--- src/rtl/sp_pkg.sv ---
// Shared types and constants for the logic issue/writeback sequencer.
// LOGIC_ISSUE_ILLEGAL_TRAP_EN adds the HALT state used by the illegal-opcode trap.
package sp_pkg;

    localparam int unsigned DATA_WIDTH = 8;
    localparam int unsigned FUNC_W     = 4;
    localparam int unsigned FIELD_W    = 4;

    typedef logic [FUNC_W-1:0] func_t;

    localparam func_t FUNC_AND = 4'b0101;
    localparam func_t FUNC_OR  = 4'b1101;
    localparam func_t FUNC_XOR = 4'b1111;
    localparam func_t FUNC_NOT = 4'b0111;

    typedef struct packed {
        func_t              func;
        logic [FIELD_W-1:0] rd;
        logic [FIELD_W-1:0] rs1;
        logic [FIELD_W-1:0] rs2;
    } logic_instr_t;

    typedef enum logic [1:0] {
        ST_IDLE,
        ST_ISSUE
`ifdef LOGIC_ISSUE_ILLEGAL_TRAP_EN
        ,
        ST_HALT
`endif
    } issue_state_e;

    function automatic logic is_legal_func(input func_t f);
        return (f == FUNC_AND) || (f == FUNC_OR) || (f == FUNC_XOR) || (f == FUNC_NOT);
    endfunction

endpackage

--- src/rtl/sp_regfile.sv ---
// Flop-based register file: two operand read ports, one debug read port,
// two write ports where port 0 (writeback) wins an address collision.
module sp_regfile
    import sp_pkg::*;
#(
    parameter  int unsigned NUM_REGS = 16,
    localparam int unsigned AW       = $clog2(NUM_REGS)
) (
    input  logic                  clk_i,
    input  logic                  rst_ni,
    input  logic [AW-1:0]         ra0_addr_i,
    output logic [DATA_WIDTH-1:0] ra0_data_o,
    input  logic [AW-1:0]         ra1_addr_i,
    output logic [DATA_WIDTH-1:0] ra1_data_o,
    input  logic [AW-1:0]         dbg_addr_i,
    output logic [DATA_WIDTH-1:0] dbg_data_o,
    input  logic                  we0_i,
    input  logic [AW-1:0]         wa0_i,
    input  logic [DATA_WIDTH-1:0] wd0_i,
    input  logic                  we1_i,
    input  logic [AW-1:0]         wa1_i,
    input  logic [DATA_WIDTH-1:0] wd1_i
);

    logic [DATA_WIDTH-1:0] regs_q [NUM_REGS];

    assign ra0_data_o = regs_q[ra0_addr_i];
    assign ra1_data_o = regs_q[ra1_addr_i];
    assign dbg_data_o = regs_q[dbg_addr_i];

    // Port 0 is applied last so it overrides port 1 on the same address.
    always_ff @(posedge clk_i) begin
        if (!rst_ni) begin
            for (int i = 0; i < int'(NUM_REGS); i++) begin
                regs_q[i] <= '0;
            end
        end else begin
            if (we1_i) begin
                regs_q[wa1_i] <= wd1_i;
            end
            if (we0_i) begin
                regs_q[wa0_i] <= wd0_i;
            end
        end
    end

endmodule

--- src/rtl/logic_issue.sv ---
// Issue/writeback sequencer for the logic execution unit.
// Define LOGIC_ISSUE_ILLEGAL_TRAP_EN to trap illegal opcodes into a sticky HALT.
module logic_issue
    import sp_pkg::*;
#(
    parameter  int unsigned NUM_REGS = 16,
    localparam int unsigned REG_AW   = $clog2(NUM_REGS)
) (
    input  logic                  clk_i,
    input  logic                  rst_ni,
    input  logic [15:0]           instr_i,
    input  logic                  instr_valid_i,
    output logic                  instr_ready_o,
    output logic [DATA_WIDTH-1:0] rs1_data_o,
    output logic [DATA_WIDTH-1:0] rs2_data_o,
    output func_t                 opcode_o,
    input  logic [DATA_WIDTH-1:0] result_i,
    input  logic                  ld_en_i,
    input  logic [REG_AW-1:0]     ld_addr_i,
    input  logic [DATA_WIDTH-1:0] ld_data_i,
    input  logic [REG_AW-1:0]     dbg_addr_i,
    output logic [DATA_WIDTH-1:0] dbg_data_o,
    output logic                  done_o,
    output logic [REG_AW-1:0]     done_rd_o,
    output logic                  err_o
);

    logic_instr_t          instr;
    issue_state_e          state_q;
    func_t                 func_q;
    logic [REG_AW-1:0]     rd_q;
    logic [REG_AW-1:0]     done_rd_q;
    logic [DATA_WIDTH-1:0] rs1_q;
    logic [DATA_WIDTH-1:0] rs2_q;
    logic [DATA_WIDTH-1:0] rs1_rdata;
    logic [DATA_WIDTH-1:0] rs2_rdata;
    logic                  ready_q;
    logic                  done_q;
    logic                  accept;
    logic                  wb_en;

    assign instr  = logic_instr_t'(instr_i);
    assign accept = instr_valid_i && ready_q;
    assign wb_en  = (state_q == ST_ISSUE) && is_legal_func(func_q);

    sp_regfile #(
        .NUM_REGS (NUM_REGS)
    ) u_regfile (
        .clk_i      (clk_i),
        .rst_ni     (rst_ni),
        .ra0_addr_i (instr.rs1[REG_AW-1:0]),
        .ra0_data_o (rs1_rdata),
        .ra1_addr_i (instr.rs2[REG_AW-1:0]),
        .ra1_data_o (rs2_rdata),
        .dbg_addr_i (dbg_addr_i),
        .dbg_data_o (dbg_data_o),
        .we0_i      (wb_en),
        .wa0_i      (rd_q),
        .wd0_i      (result_i),
        .we1_i      (ld_en_i),
        .wa1_i      (ld_addr_i),
        .wd1_i      (ld_data_i)
    );

`ifdef LOGIC_ISSUE_ILLEGAL_TRAP_EN
    logic err_q;
    assign err_o = err_q;
`else
    assign err_o = 1'b0;
`endif

    // Sequencer: capture operands on accept, write back on the following edge.
    always_ff @(posedge clk_i) begin
        if (!rst_ni) begin
            state_q   <= ST_IDLE;
            ready_q   <= 1'b1;
            func_q    <= '0;
            rd_q      <= '0;
            rs1_q     <= '0;
            rs2_q     <= '0;
            done_q    <= 1'b0;
            done_rd_q <= '0;
`ifdef LOGIC_ISSUE_ILLEGAL_TRAP_EN
            err_q     <= 1'b0;
`endif
        end else begin
            done_q <= 1'b0;
            unique case (state_q)
                ST_IDLE: begin
                    if (accept) begin
                        state_q <= ST_ISSUE;
                        ready_q <= 1'b0;
                        func_q  <= instr.func;
                        rd_q    <= instr.rd[REG_AW-1:0];
                        rs1_q   <= rs1_rdata;
                        rs2_q   <= rs2_rdata;
                    end
                end
                ST_ISSUE: begin
                    if (is_legal_func(func_q)) begin
                        state_q   <= ST_IDLE;
                        ready_q   <= 1'b1;
                        done_q    <= 1'b1;
                        done_rd_q <= rd_q;
                    end else begin
`ifdef LOGIC_ISSUE_ILLEGAL_TRAP_EN
                        state_q <= ST_HALT;
                        err_q   <= 1'b1;
`else
                        state_q <= ST_IDLE;
                        ready_q <= 1'b1;
`endif
                    end
                end
`ifdef LOGIC_ISSUE_ILLEGAL_TRAP_EN
                ST_HALT: begin
                    state_q <= ST_HALT;
                end
`endif
                default: begin
                    state_q <= ST_IDLE;
                    ready_q <= 1'b1;
                end
            endcase
        end
    end

    assign instr_ready_o = ready_q;
    assign rs1_data_o    = rs1_q;
    assign rs2_data_o    = rs2_q;
    assign opcode_o      = func_q;
    assign done_o        = done_q;
    assign done_rd_o     = done_rd_q;

endmodule

--- config.mk ---
export PLATFORM = sky130hd
export DESIGN_NAME = logic_issue
export DESIGN_NICKNAME = d
export VERILOG_FILES = /design/src/rtl/sp_pkg.sv /design/src/rtl/sp_regfile.sv /design/src/rtl/logic_issue.sv
export SDC_FILE = /design/constraint.sdc
export NUM_CORES = 1
export LEC_CHECK = 0
export BUFFER_PORTS_ARGS = -buffer_cell sky130_fd_sc_hd__buf_2
export CELL_PAD_IN_SITES_DETAIL_PLACEMENT = 0
export CELL_PAD_IN_SITES_GLOBAL_PLACEMENT = 1
export CORE_MARGIN = 5
export CORE_UTILIZATION = 40
export CTS_BUF_LIST = sky130_fd_sc_hd__clkbuf_8
export DETAILED_ROUTE_END_ITERATION = 6
export PLACE_DENSITY_LB_ADDON = 0.2
export SLEW_MARGIN = 0
export SYNTH_ARGS = -nofsm -noshare
export SYNTH_HDL_FRONTEND = slang
export SYNTH_SLANG_ARGS = --single-unit
--- constraint.sdc ---
create_clock -name clk_i -period 3.19 [get_ports clk_i]
set_input_delay 0.1595 -clock clk_i [delete_from_list [all_inputs] [get_ports clk_i]]
set_output_delay 0.1595 -clock clk_i [all_outputs]
set_load 0.02 [all_outputs]
==> impl_metrics.yaml <==
outcome:
  outcome: "completed"
grt:
  first_global_vias: 7565
  grt_overflow_total: 0
  grtUsageTotal_pct: 23.0
  antenna_found_initial: 0
  grt_pass1_wl_um: 52100
  maximum_number_of_pins_on_one_net_before_global_route_repair: 37
floorplanning:
  count_of_boundary_i_o_pins: 79
  die_area_um2: 30100
  core_area_um2: 26200
  effective_utilization_at_floorplan_pct: 40.8
  num_rows: 59
  die_h_um: 173
  floorplan.die.width_um: 173
synth:
  synth_edf_count: 128
  synth-async-reset-ratio_pct: 0
  syn_area_um2: 10700
  yosysSeqAreaShare_pct: 41.8
  synth_largest_area_cell: "sky130_fd_sc_hd__edfxtp_1"
  yosysWarningCount: 0
  yosys.area.top_type_share_pct: 36.0
  number_of_synthesized_register_bits: 159
  synthesis.area_per_instance_um2: 13.6
  ys_types: 33
  postSynthCellCount: 784
  mappedNetlistNets: 828
  ys_top_cells_by_area: "sky130_fd_sc_hd__edfxtp_1, sky130_fd_sc_hd__mux4_2, sky130_fd_sc_hd__mux2_2"
  postSynth.topFlopCell: "sky130_fd_sc_hd__edfxtp_1"
flow_run:
  cap_viol_max_count: 0
timing:
  timing.final.hold_violations: 0
  skew_ns: 0.0119
  rsz0062_at_grt: "no"
  rel_slew_slack_pct: 43.0
  fin_crit_ns: 2.38
  setup_tns_ns: 0
  final-setup-viol-count: 0
  report.final.slew_viol_count: 0
  tightest_pin_transition_ns: 0.855
  maxClockFrequency_mhz: 420
  period_share_pct: 74.7
  postLayoutSetupSlackWorst_ns: 0.807
finish:
  finalCoreUtilization_pct: 45.3
  layout.area.seq_um2: 4460
  finalNetCount: 880
  multi_input_area_um2: 5810
  diodes: 0
  drive_above_1_share_pct: 42.8
  syn_to_final_growth_pct: 11.1
  finalNonFillerCells: 1184
  final.fill_count: 2340
clock_tree:
  insertion_delay_ns: 0.46
  cts_resized: 0
  numClockSinks: 159
  post-cts-setup-buffer-count: 0
  tritoncts: "done"
  cts.htree.levels: 4
  path_clk_slew_ns: 0.10
  tritoncts.num_buffers: 17
  clockBufferDepth: 2
  root_buffer: "sky130_fd_sc_hd__clkbuf_8"
  hold_buffers: 9
setup_path:
  critical_path.endpoint_type: "flip-flop"
  path_class: "reg2reg"
  timing.critical_path.slowest_cell_delay_ns: 0.60
  cp-start-kind: "flip-flop"
  cp.buffers_inverters: 0
  timing.critical_path.arrival_ns: 2.48
  critical-path-slowest-cell: "sky130_fd_sc_hd__nand2_1"
  worstPathCellList: "and4b_1, nand3_1, nand2_1"
  crit_path_max_fanout: 9
  worst_path_dominant_cell_family: "simple AND/OR/NAND/NOR gates"
  worst-endpoint-required_ns: 3.29
pwr:
  post-layout-total-power_w: 0.00491
  max-vdd-ir-drop_mv: 0.237
  power_leakage_nw: 5.09
  cellPowerDensity_nw_per_um2: 414
hold_path:
  min-delay-path-class: "in2reg"
drt:
  wl_um: 35200
  via_density_per_instance: 6.56
  dr.pass1.iters: 5
  detail_route.wl_per_cell_um: 29.7
  remaining_drc_errors: 0
  dr.first_iter.drc_count: 917
  postRouteAntennaNets: 0
  vias: 7764
placement:
  globalplace.congestion: 0.914
  io_buffer_count: 77
  dp_hpwl_um: 26400
  placed_cells: 1143
  pre_cts_slack_ns: 0.845
==> cells in the mapped netlist, drive strengths merged, types with 2 or more instances <==
library cell / count
nand3: 33
or3: 2
and4: 2
and4b: 3
mux2: 128
inv: 2
nand4: 4
nand2: 32
edfxtp: 128
clkbuf: 57
mux2i: 36
nor2b: 5
mux4: 104
o221ai: 14
a221oi: 2
o21ai: 2
and2: 4
nor2: 10
buf: 32
a21oi: 20
dfxtp: 31
and3: 128
==> placed cells by master (no fill, tap or decap), drive strengths merged, types with 14 or more instances in the layout <==
cell / instances
nand3: 33
nand2: 32
and3: 128
a21oi: 20
edfxtp: 128
mux2: 128
o221ai: 14
dfxtp: 31
clkbuf: 17
mux4: 104
mux2i: 36
buf: 113
==> sequential cells by signal (all words and copies together) (netlist names) <==
signal / count
rs2_data_o: 8
rs1_data_o: 8
done_rd_o: 4
instr_ready_o: 1
state_q: 1
opcode_o: 4
rd_q: 4
done_o: 1
u_regfile.regs_q: 128
==> worst min-delay path, delay by kind of cell <==
kind,cells,cell delay (ns)
compound gates,1,0.09
buf+inv,1,0.17
mux,1,0.17
==> stage by stage <==
stage	instance area, µm²	hold WS [ns]
after CTS	11900	0.133
after global routing	11900	0.145
after global placement	11400	0.401
final	11900	0.161
after detailed placement	11400	0.406
after floorplan	10700	0.295
==> path summary, 6_finish.rpt <==
check                                start                                to  slack, ns  depth (start not counted)
hold reg to reg   opcode_o[1]$_SDFFE_PN0P_          opcode_o[1]$_SDFFE_PN0P_       0.46                          2
setup reg to reg  opcode_o[2]$_SDFFE_PN0P_  u_regfile.regs_q[0][5]$_DFFE_PP_       0.81                          3
setup / recovery  opcode_o[2]$_SDFFE_PN0P_  u_regfile.regs_q[0][5]$_DFFE_PP_       0.81                          3
hold / removal                  instr_i[4]        rs1_data_o[7]$_SDFFE_PN0P_       0.16                          3
==> area by class of cell <==
class / count / area share (%)
clock buffer: 17 / 1.97
clock inverter: 15 / 1.48
inverter: 2 / 0.0633
multi-input combinational: 534 / 49.0
sequential: 159 / 37.6
tap: 335 / 3.53
timing repair buffer: 122 / 6.39
==> power by group <==
part | internal (W) | total [W] | switching, W
Combinational | 0.000362 | 0.000798 | 0.000436
Sequential | 0.00236 | 0.00251 | 0.000149
Clock | 0.000726 | 0.00160 | 0.000875
==> routing by layer <==
metal,part of all wire (%),track usage [%],up-vias
li1,-,-,3284
met1,44,34.6,4026
met2,46,35.3,422
met3,8.7,4.14,32
met4,1.2,4.56,0
met5,0,0,-
==> cells by family (layout without fill, tap and decap cells) <==
logic type / Yosys count / count (layout) / share of synthesized area [%]
AOI/OAI and AO/OA: 39 / 39 / 2.42
buffers and inverters: 91 / 156 / 3.90
DFF: 159 / 159 / 41.8
muxes: 268 / 268 / 39.5
other: 1 / 1 / 0.0351
and+or+nand+nor: 226 / 226 / 12.3
Note: power is estimated with default switching activity, not from simulation.
